--- config.mk ---
export PLATFORM = sky130hd
export DESIGN_NAME = m_ucode_seq
export DESIGN_NICKNAME = d
export VERILOG_FILES = /design/src/rtl/m_ucode_seq.sv
export SDC_FILE = /design/constraint.sdc
export NUM_CORES = 1
export LEC_CHECK = 0
export CORE_MARGIN = 1.5
export CORE_UTILIZATION = 49
export DETAILED_ROUTE_END_ITERATION = 10
export PLACE_DENSITY = 0.85
export SYNTH_ARGS = -nofsm -noshare
export SYNTH_HDL_FRONTEND = slang
export SYNTH_SLANG_ARGS = --single-unit
export TNS_END_PERCENT = 50
--- constraint.sdc ---
create_clock -name clk -period 3.9 [get_ports clk]
set_clock_uncertainty 0.1 [all_clocks]
set_input_delay 0.78 -clock clk [delete_from_list [all_inputs] [get_ports clk]]
set_output_delay 0.78 -clock clk [all_outputs]
set_load 0.01 [all_outputs]
--- src/rtl/m_ucode_seq.sv ---
// m_ucode_seq -- microcode sequencer for the 3-EBR control ROM.
//
// Picks the next micro-address and the ROM read enable each cycle from the
// current ROM word, the dispatch index, the branch condition and the bus
// busy flag. It also covers the boot fetch, the bus-wait timeout trap and
// the insertion of interrupts at dispatch points.
//
// Ports:
//   clk            system clock
//   rst            asynchronous active-high reset
//   ucode_next     next-address field of the current ROM word
//   ucode_mode     sequencing mode: 00 SEQ, 01 DISPATCH, 10 BRANCH, 11 WAIT
//   dispatch_inx   opcode-derived micro-address used by DISPATCH
//   cond           branch condition used by BRANCH
//   mem_busy       bus not ready; stalls WAIT words
//   irq            level interrupt request
//   minx           ROM read address (combinational)
//   progress_ucode ROM read enable (combinational)
//   instret        registered one-cycle pulse per dispatch taken
//   bus_err        sticky bus-wait timeout flag, cleared only by reset
module m_ucode_seq #(
  parameter logic [7:0]  RESET_UADDR = 8'h00,
  parameter logic [7:0]  IRQ_UADDR   = 8'hE0,
  parameter logic [7:0]  TRAP_UADDR  = 8'hF0,
  parameter int unsigned TIMEOUT     = 255
) (
  input  logic       clk,
  input  logic       rst,
  input  logic [7:0] ucode_next,
  input  logic [1:0] ucode_mode,
  input  logic [7:0] dispatch_inx,
  input  logic       cond,
  input  logic       mem_busy,
  input  logic       irq,
  output logic [7:0] minx,
  output logic       progress_ucode,
  output logic       instret,
  output logic       bus_err
);

  typedef enum logic {
    BOOT,
    RUN
  } state_t;

  typedef enum logic [1:0] {
    M_SEQ      = 2'b00,
    M_DISPATCH = 2'b01,
    M_BRANCH   = 2'b10,
    M_WAIT     = 2'b11
  } mode_t;

  localparam logic [7:0] TIMEOUT_CNT = 8'(TIMEOUT);

  state_t     state, state_nxt;
  mode_t      mode;
  logic [7:0] cnt, cnt_nxt;
  logic       irq_pend, irq_pend_nxt;
  logic       instret_nxt;
  logic       bus_err_nxt;
  logic       take_irq;

  assign mode = mode_t'(ucode_mode);

  always_comb begin
    state_nxt      = RUN;
    minx           = ucode_next;
    progress_ucode = 1'b1;
    cnt_nxt        = '0;
    take_irq       = 1'b0;
    instret_nxt    = 1'b0;
    bus_err_nxt    = bus_err;

    if (state == BOOT) begin
      minx = RESET_UADDR;
    end else begin
      unique case (mode)
        M_SEQ: minx = ucode_next;
        M_DISPATCH: begin
          take_irq    = irq_pend;
          minx        = irq_pend ? IRQ_UADDR : dispatch_inx;
          instret_nxt = 1'b1;
        end
        M_BRANCH: minx = cond ? ucode_next : ucode_next + 8'd1;
        M_WAIT: begin
          // mem_busy low wins over an expiring counter, so no trap then.
          if (!mem_busy) begin
            minx = ucode_next;
          end else if (cnt == TIMEOUT_CNT) begin
            minx        = TRAP_UADDR;
            bus_err_nxt = 1'b1;
          end else begin
            progress_ucode = 1'b0;
            cnt_nxt        = cnt + 8'd1;
          end
        end
        default: minx = ucode_next;
      endcase
    end

    // A new request in the same cycle as the IRQ dispatch keeps it pending.
    irq_pend_nxt = irq | (irq_pend & ~take_irq);
  end

  always_ff @(posedge clk or posedge rst) begin
    if (rst) begin
      state    <= BOOT;
      cnt      <= '0;
      irq_pend <= 1'b0;
      instret  <= 1'b0;
      bus_err  <= 1'b0;
    end else begin
      state    <= state_nxt;
      cnt      <= cnt_nxt;
      irq_pend <= irq_pend_nxt;
      instret  <= instret_nxt;
      bus_err  <= bus_err_nxt;
    end
  end

endmodule

==> impl_metrics.csv <==
group,metric,value,unit
setup_path,crit_fanout,21,
synthesis,synth_seq_cells,12,
setup_path,critPathCaptureType,"primary output",
setup_path,rr_endpoint,"cnt[7]",
floorplanning,die_y,48.56,um
placed_design,gp_congestion,0.8550,
cts,cts_tree,"built",
power,p_leak,0.5798,nW
cts,cts_made_buffers,3,
detailed_routing,drtIter0Drc,10,
floorplanning,die_x,48.56,um
job,cap_violations,0,
cells_and_area,n_antenna_cell,0,
global_routing,grt_max_degree,26,
global_routing,overflow,0,
cts,htree_levels,1,
detailed_routing,first_pass_iters,4,
detailed_routing,wl,2.630,mm
cts,clk_root_buffer_cell,"clkbuf_4",
setup_path,reg2reg_depth,3,
detailed_routing,drc,0,
placed_design,dpl.hpwl,1.978,mm
detailed_routing,avgViaCountPerCell,5.795,
timing,fin_tns_setup,0,ns
floorplanning,num_rows,16,
cts,clockBufferDepth,2,
cells_and_area,n_fill_cell,170,
power,p_per_area,206.2,nW/um^2
timing,hold_violations,0,
setup_path,reg2reg_slack,2.46,ns
synthesis,syn-num-nets,147,
power,vdd_ir_drop_max,0.0002041,V
synthesis,synth_top_area_frac,0.2952,
timing,slew_violations,0,
synthesis,yosysSeqAreaShare,0.2952,
cts,clk_latency,0.27,ns
timing,final-setup-viol-count,0,
timing,rsz0062_at_grt,"false",
setup_path,reg2reg_from,"state",
cts,clock_sinks,12,
setup_path,cp.arrival,2.77,ns
detailed_routing,antenna_left,0,
cells_and_area,drive_gt1_frac,0.08861,
status,status,"complete, no violations",
setup_path,path_class,"input pin to primary output",
floorplanning,design.die.area,2358,um^2
setup_path,crit_start,"ucode_mode[1]",
global_routing,grt_first_pass_wirelength,4.588,mm
setup_path,critPathCapture,"minx[7]",
min_path,hold_depth,1,
cells_and_area,areaGrowthSynthToFinish,40.59,%
synthesis,ys_warn_count,0,
cells_and_area,final_core_util,0.7290,
floorplanning,coreArea,1962,um^2
cells_and_area,regArea,300.3,um^2
setup_path,crit_required,3.02,ns
setup_path,crit_path_start_kind,"input pin",
synthesis,synth-edff-count,0,
cts,clk_pin_slew,0.07,ns
detailed_routing,dr_total_vias,1072,
cells_and_area,nNetsFinal,185,
timing,max_freq,0.2743,GHz
synthesis,syn_avg_cell_area,8.338,um^2
floorplanning,io_pins,34,
cts,hold_buffers,0,
cts,cts_resized,0,
synthesis,synthFlopType,"dfrtp_1",
placed_design,numPortBuffers,33,
synthesis,synth_cell_types,48,
detailed_routing,wl_per_cell,14.22,um
timing,min_period,3.646,ns
cells_and_area,multi_input_area,670.6,um^2
synthesis,syn_area,1017,um^2
global_routing,grtUsageTotal,0.2431,
synthesis,yosys.area.top_type,"dfrtp_1",
min_path,hold_class,"flop to flop",
synthesis,synth-async-reset-ratio,1.000,
floorplanning,initial_core_util,0.5185,
global_routing,antenna_found_initial,0,
timing,fin_crit_sh,0.9349,
global_routing,grt_pass1_vias,1049,
synthesis,yosys-top-cells-area,"dfrtp_1 (30%), nor2_1 (4.8%), xor2_1 (4.3%)",
cts,cts_setup_buffers,0,
synthesis,syn_inst,122,
==> synthesized netlist by cell type (2+ instances only) <==
cell,instances
xnor2_1,2
a21oi_1,2
or3_1,2
nand4_1,6
ha_1,2
nand2_1,11
nor2_1,13
xor2_1,5
mux2i_1,2
dfrtp_1,12
nand3_1,4
a22oi_1,2
o21ai_1,2
o2bb2ai_1,2
nand2b_1,2
o21ai_0,4
o31ai_1,2
buf_2,4
inv_1,6
o21a_1,2
o21bai_1,3
nor2b_1,2
o22ai_1,2
and3_1,3
a211oi_1,2
==> worst min-delay path by stage <==
stage	from	endpoint	slack (ns)
2_1_floorplan	cnt[0]	cnt[0]	0.35
5_1_grt	cnt[0]	cnt[0]	0.40
6_report	cnt[0]	cnt[0]	0.37
4_1_cts	cnt[0]	cnt[0]	0.38
3_3_place_gp	bus_err	bus_err	0.36
3_5_place_dp	cnt[0]	cnt[0]	0.37
==> routing by layer <==
layer | share of wire | track usage | vias up
met4 | 0.023 | 0.1190 | 0
met3 | 0.041 | 0.03086 | 7
met5 | 0 | 0 | -
met1 | 0.43 | 0.2964 | 509
li1 | - | - | 525
met2 | 0.51 | 0.4236 | 31
==> state kept, by name, indices dropped and copies added (netlist names) <==
name and count:
cnt 8, irq_pend 1, state 1, bus_err 1, instret 1
==> area by class of cell <==
cell class | instances | area share
repair buffers | 38 | 0.2660
well taps | 27 | 0.02362
multi-input cells | 99 | 0.4689
clock buffers | 3 | 0.01575
flip-flops and latches | 12 | 0.2100
inverters | 6 | 0.01575
==> metrics by stage <==
stage	hold slack [ns]	total power, mW	area (um^2)	cells	setup slack (ns)
2_1_floorplan	0.3453	0.1700	1017	122	1.323
3_3_place_gp	0.3604	0.2212	1408	182	0.3044
3_5_place_dp	0.3661	0.2233	1408	182	0.2731
4_1_cts	0.3752	0.2982	1430	185	0.2705
5_1_grt	0.4020	0.3132	1430	185	0.1071
6_report	0.3714	0.2949	1430	185	0.2538
==> worst max-delay path: stages <==
cell and delay (ns):
clkdlybuf4s50_1 0.40, buf_4 0.20, or3b_1 0.39, a21boi_1 0.21
a31oi_1 0.07, o21ai_1 0.16, clkdlybuf4s50_1 0.55
==> logic make-up (layout without fill, tap and decap cells) <==
family / after synthesis / after routing / synth area share
AOI/OAI and AO/OA: 33 / 33 / 0.2337
other: 1 / 1 / 0.003686
buffers and inverters: 11 / 47 / 0.04551
xor gates and xnor gates: 7 / 7 / 0.06027
adders and majority gates: 2 / 2 / 0.02460
muxes: 2 / 2 / 0.01968
and+or+nand+nor: 54 / 54 / 0.3173
DFF: 12 / 12 / 0.2952
==> power breakdown <==
group | switching [mW] | total, mW | internal (mW)
clock network | 0.0378 | 0.0736 | 0.0358
logic | 0.0394 | 0.0916 | 0.0522
registers | 0.00360 | 0.130 | 0.126
total | 0.0809 | 0.295 | 0.214
==> layout by cell type, fill, tap and decap left out, types with 3 or more instances in the layout <==
master	count
and3_1	3
buf_4	4
clkbuf_4	3
clkdlybuf4s50_1	33
dfrtp_1	12
inv_1	6
nand2_1	11
nand3_1	4
nand4_1	6
nor2_1	13
o21ai_0	4
o21bai_1	3
xor2_1	5
No activity file was read; power rests on OpenSTA's default activity.
==> variant 1 (config.mk and constraints unchanged) <==
Put a register stage on the output `minx`, with the module's reset. The value now appears one clock later. The other outputs are not delayed to match. Comments in the files are not updated.
--- a/src/rtl/m_ucode_seq.sv
+++ b/src/rtl/m_ucode_seq.sv
@@ -54,2 +54,4 @@
 
+  logic [7:0] minx_d;
+
   state_t     state, state_nxt;
@@ -66,3 +68,3 @@
     state_nxt      = RUN;
-    minx           = ucode_next;
+    minx_d         = ucode_next;
     progress_ucode = 1'b1;
@@ -74,12 +76,12 @@
     if (state == BOOT) begin
-      minx = RESET_UADDR;
+      minx_d = RESET_UADDR;
     end else begin
       unique case (mode)
-        M_SEQ: minx = ucode_next;
+        M_SEQ: minx_d = ucode_next;
         M_DISPATCH: begin
           take_irq    = irq_pend;
-          minx        = irq_pend ? IRQ_UADDR : dispatch_inx;
+          minx_d      = irq_pend ? IRQ_UADDR : dispatch_inx;
           instret_nxt = 1'b1;
         end
-        M_BRANCH: minx = cond ? ucode_next : ucode_next + 8'd1;
+        M_BRANCH: minx_d = cond ? ucode_next : ucode_next + 8'd1;
         M_WAIT: begin
@@ -87,5 +89,5 @@
           if (!mem_busy) begin
-            minx = ucode_next;
+            minx_d = ucode_next;
           end else if (cnt == TIMEOUT_CNT) begin
-            minx        = TRAP_UADDR;
+            minx_d      = TRAP_UADDR;
             bus_err_nxt = 1'b1;
@@ -96,3 +98,3 @@
         end
-        default: minx = ucode_next;
+        default: minx_d = ucode_next;
       endcase
@@ -120,2 +122,10 @@
 
+  always_ff @(posedge clk or posedge rst) begin
+    if (rst) begin
+      minx <= '0;
+    end else begin
+      minx <= minx_d;
+    end
+  end
+
 endmodule
Formal check against the unedited RTL: not equivalent (Yosys sat finds a counterexample within 4 cycles, from zero or initial values and one cycle with rst high).
==> variant 1 against the unedited design <==
Synthesized cell count up 6.6%; final area up 12%; critical endpoint is now progress_ucode; synthesized area up 20%; sequential cell count up 8; worst setup slack better by 0.51 ns; wire length up 7.6%; power up 39%; first-iteration DRC count up 120%.
==> variant 1: results (changes against the unedited design) <==
Outcome - finished, final reports clean
Data arrival time of the critical path - 2.25 ns (-0.52 ns)
Final weighted congestion in routability-driven placement - 0.841 (-1.6%)
Worst Setup Slack post-DPL - 0.768 ns (+0.495 ns)
Post-Route Hold Slack - 0.395 ns (+0.0240 ns)
Worst-path fanout max - 6 (-71%)
Worst setup slack for register-to-register paths - 2.12 ns (-0.34 ns)
Detailed-route wire length - 2830 µm (+7.6%)
Met3 usage - 3.43% (+0.34 points)
Top post-synthesis cells by count - 20 x dfrtp_1, 13 x nor2_1, 11 x nand2_1
Routed via count - 1088 (+1.5%)
Ratio of cells with drive above 1 in the final layout - 6.75% (-2.1 points)
Portion of the post-synthesis area used by sequential elements - 41.1% (+12 points)
Mean number of vias per cell - 5.70 (-1.7%)
Via count of the first global-routing pass - 1059 (+0.95%)
Met1 GRT Util - 30.1% (+0.50 points)
Cell area after placement - 1570 µm² (+12%)
Maximum number of pins on one net before global-route repair - 25 (-3.8%)
Total nets after synthesis - 155 (+5.4%)
Post-route clock period utilization - 80.3% (-13 points)
Crit path launch - mem_busy
Biggest cell delay along the critical path - 0.51 ns (-0.04 ns)
Critical R2R Launch - cnt[0]$_DFF_PP0_
Detailed-placement wirelength estimate - 2140 µm (+8.3%)
Reported leakage power - 0.664 nW (+15%)
Worst IR drop on VDD - 0.000234 V (+14%)
Critical hold path startpoint - bus_err$_DFFE_PP0P_
First-iteration detailed-routing DRC count - 22 (+12)
Aggregate global-route resource usage - 22.8% (-1.5 points)
Global Route met2 Usage - 37.9% (-4.4 points)
Clock-pin slew on the worst setup and hold paths - 0.10 ns (+0.03 ns)
Cell types occupying the most area after synthesis - dfrtp_1 41%, nor2_1 4.0%, xor2_1 3.6%
Post-Place Cells - 188 (+3.3%)
# fillers - 189 (+11%)
Source-to-sink clock delay at the later pin of the worst-skew pair - 0.30 ns (+0.03 ns)
==> variant 1: cell types whose count changed after synthesis <==
| cell | delta |
|---|---|
| dfrtp_1 | +8 |
==> variant 1: kinds of logic after synthesis <==
family	Yosys count	synth area share, %
AO/OA/AOI/OAI	33	19.5
multiplexers	2	1.64
flip-flops	20	41.1
adder cells (fa/ha/maj)	2	2.06
XOR/XNOR	7	5.04
buffers and inverters	11	3.80
other	1	0.308
AND/OR/NAND/NOR	54	26.5
==> variant 1: path summary, 6_finish.rpt <==
kind,end,depth (start not counted)
setup / recovery,progress_ucode,4
hold / removal,bus_err$_DFFE_PP0P_,1
setup reg to reg,minx[5]$_DFF_PP0_,5
hold reg to reg,bus_err$_DFFE_PP0P_,1
max in group asynchronous,cnt[1]$_DFF_PP0_,2
min in group asynchronous,minx[3]$_DFF_PP0_,2
==> variant 1: power breakdown <==
| part | switching, mW | total, mW | internal [mW] |
|---|---|---|---|
| Combinational | 0.0410 | 0.0900 | 0.0489 |
| Clock | 0.0632 | 0.0992 | 0.0360 |
| Sequential | 0.00502 | 0.220 | 0.215 |
| Total | 0.109 | 0.409 | 0.300 |
==> variant 1: layer usage <==
metal	vias to the layer above	wire length (µm)
li1	541	-
met1	511	1260
met2	32	1400
met3	4	148
met4	0	25
met5	-	0
==> variant 1: worst reg2reg max path, stage by stage, from the launching register on <==
cell       delay, ns
dfrtp_1         0.40
ha_1            0.24
nand4_1         0.14
nor2_1          0.33
a2111oi_0       0.16
a311oi_1        0.31
==> variant 1: final cells by class <==
type / count / area, µm² / area share, %
flip-flops and latches: 20 / 500 / 31.3
inverters: 6 / 22.5 / 1.41
clock buffers: 3 / 22.5 / 1.41
well taps: 28 / 35.0 / 2.19
repair buffers: 35 / 345 / 21.6
multi-input cells: 99 / 671 / 42.0
==> variant 2 (same flow settings) <==
Without the edit above. `TIMEOUT`: 255 -> 127.
--- a/src/rtl/m_ucode_seq.sv
+++ b/src/rtl/m_ucode_seq.sv
@@ -24,3 +24,3 @@
   parameter logic [7:0]  TRAP_UADDR  = 8'hF0,
-  parameter int unsigned TIMEOUT     = 255
+  parameter int unsigned TIMEOUT     = 127
 ) (
Function: no difference found for any inputs over 10 cycles, from zero or initial values and one cycle with rst high; that may be too few to reach the edited logic, so the function may still have changed.
==> variant 2 against the unedited design <==
Worst setup slack got worse by 0.022 ns; worst hold slack improved by 0.0011 ns; final area fell by 1.7%; synthesized area fell by 1.1%; critical path depth did not move; sequential cell count did not move; power rose by 5.0%; clock power rose by 28%; wire length fell by 2.0%; count of clock-buffer cells in the layout rose by 1; combinational power fell by 4.1%; critical path type unchanged; critical endpoint is now minx[2]; largest cell class unchanged; largest power group unchanged.
==> variant 2: results (changes against the unedited design) <==
Total nets after synthesis - 148 (+0.68%)
Reported leakage power - 0.551 nW (-5.0%)
First-iteration detailed-routing DRC count - 22 (+12)
Total count of max-transition violations in the final report - 0 (unchanged)
Data arrival time of the critical path - 2.79 ns (+0.02 ns)
Clock Root Buffer - clkbuf_4
Distinct cell type count after synthesis - 42 (-13%)
Aggregate global-route resource usage - 24.1% (-0.18 points)
Mean number of vias per cell - 5.67 (-2.2%)
Via count of the first global-routing pass - 990 (-5.6%)
Ratio of cells with drive above 1 in the final layout - 8.18% (-0.68 points)
Source-to-sink clock delay at the later pin of the worst-skew pair - 0.27 ns (about the same)
Number of flip-flops under the largest register name - 8 (unchanged)
Register share of total power - 41.3% (-2.7 points)
DRT Pass-1 Iters - 4 (unchanged)
Ys Warns - 0 (unchanged)
Biggest cell delay along the critical path - 0.58 ns (+0.03 ns)
WHS Path Cells - 1 (unchanged)
Number of buffers created by CTS - 3 (unchanged)
Max Clock Freq - 273 MHz (-0.61%)
Crit path launch - ucode_next[0]
FF-to-FF End - cnt[7]$_DFF_PP0_
Proportion of synthesized flip-flops having asynchronous set or reset - 100% (unchanged)
Worst setup slack for register-to-register paths - 2.26 ns (-0.20 ns)
Hold EP - bus_err$_DFFE_PP0P_
Crit path capture - minx[2]
Final weighted congestion in routability-driven placement - 0.838 (-2.0%)
Largest Register - cnt
Detailed-route wire length - 2580 µm (-2.0%)
Portion of the post-synthesis area used by sequential elements - 29.9% (+0.33 points)
Top post-synthesis cells by count - 13 x nor2_1, 12 x dfrtp_1, 11 x a21oi_1
PostCTS Resize Cnt - 0 (unchanged)
Clk buf depth - 2 (unchanged)
Number of cells on the worst reg-to-reg path - 5 (+2)
Outcome - finished, final reports clean
Class of the worst hold path - reg -> reg
Worst-path fanout max - 7 (-67%)
Detailed-placement wirelength estimate - 1940 µm (-1.8%)
Post-CTS Setup Inserts - 0 (unchanged)
Post-Route Hold Slack - 0.372 ns (+0.00105 ns)
# fillers - 175 (+2.9%)
Critical hold path startpoint - bus_err$_DFFE_PP0P_
Maximum number of pins on one net before global-route repair - 24 (-7.7%)
Number of antenna cells inserted - 0 (unchanged)
Level count of the clock H-tree - 1 (unchanged)
Cell types occupying the most area after synthesis - dfrtp_1 30%, a21oi_1 5.5%, nor2_1 4.9%
Total Nets Final - 185 (unchanged)
Sequential Power - 0.128 mW
First-pass GRT wire length - 4550 µm (-0.89%)
Net Sw Frac - 25.2% (-2.2 points)
Clock network power - 0.0941 mW (+28%)
Critical Path Slowest Stage Cell - clkdlybuf4s50_1
Antenna violations before repair - 0 (unchanged)
Worst IR drop on VDD - 0.000244 V (+19%)
Critical R2R Launch - cnt[0]$_DFF_PP0_
-- variant 2: logic make-up (layout without fill, tap and decap cells) --
kind of cell	count (synthesis)	after routing	synth area share, %
other cells	1	1	0.373
mux	1	1	0.995
simple gates	54	54	32.6
buf+inv	13	49	5.60
fa+ha+maj	2	2	2.49
xor+xnor	6	6	5.22
compound gates	34	34	22.9
flops	12	12	29.9
-- variant 2: final cells by class --
type | count | area share [%]
sequential | 12 | 21.4
tap | 27 | 2.40
inverter | 9 | 2.40
multi-input combinational | 98 | 46.2
timing repair buffer | 36 | 25.1
clock buffer | 4 | 2.58
-- variant 2: through the flow --
step / cell area [µm²] / std cells
after floorplan: 1010 / 123
after global placement: 1370 / 182
after detailed placement: 1370 / 182
after CTS: 1410 / 186
after global routing: 1410 / 186
final: 1410 / 186
-- variant 2: routing by layer --
layer	share of wire (%)	track usage [%]	wire [µm]
met4	0.47	8.10	12
met1	44	29.9	1130
met5	0	0	0
met2	50	42.1	1300
met3	5.2	4.63	133
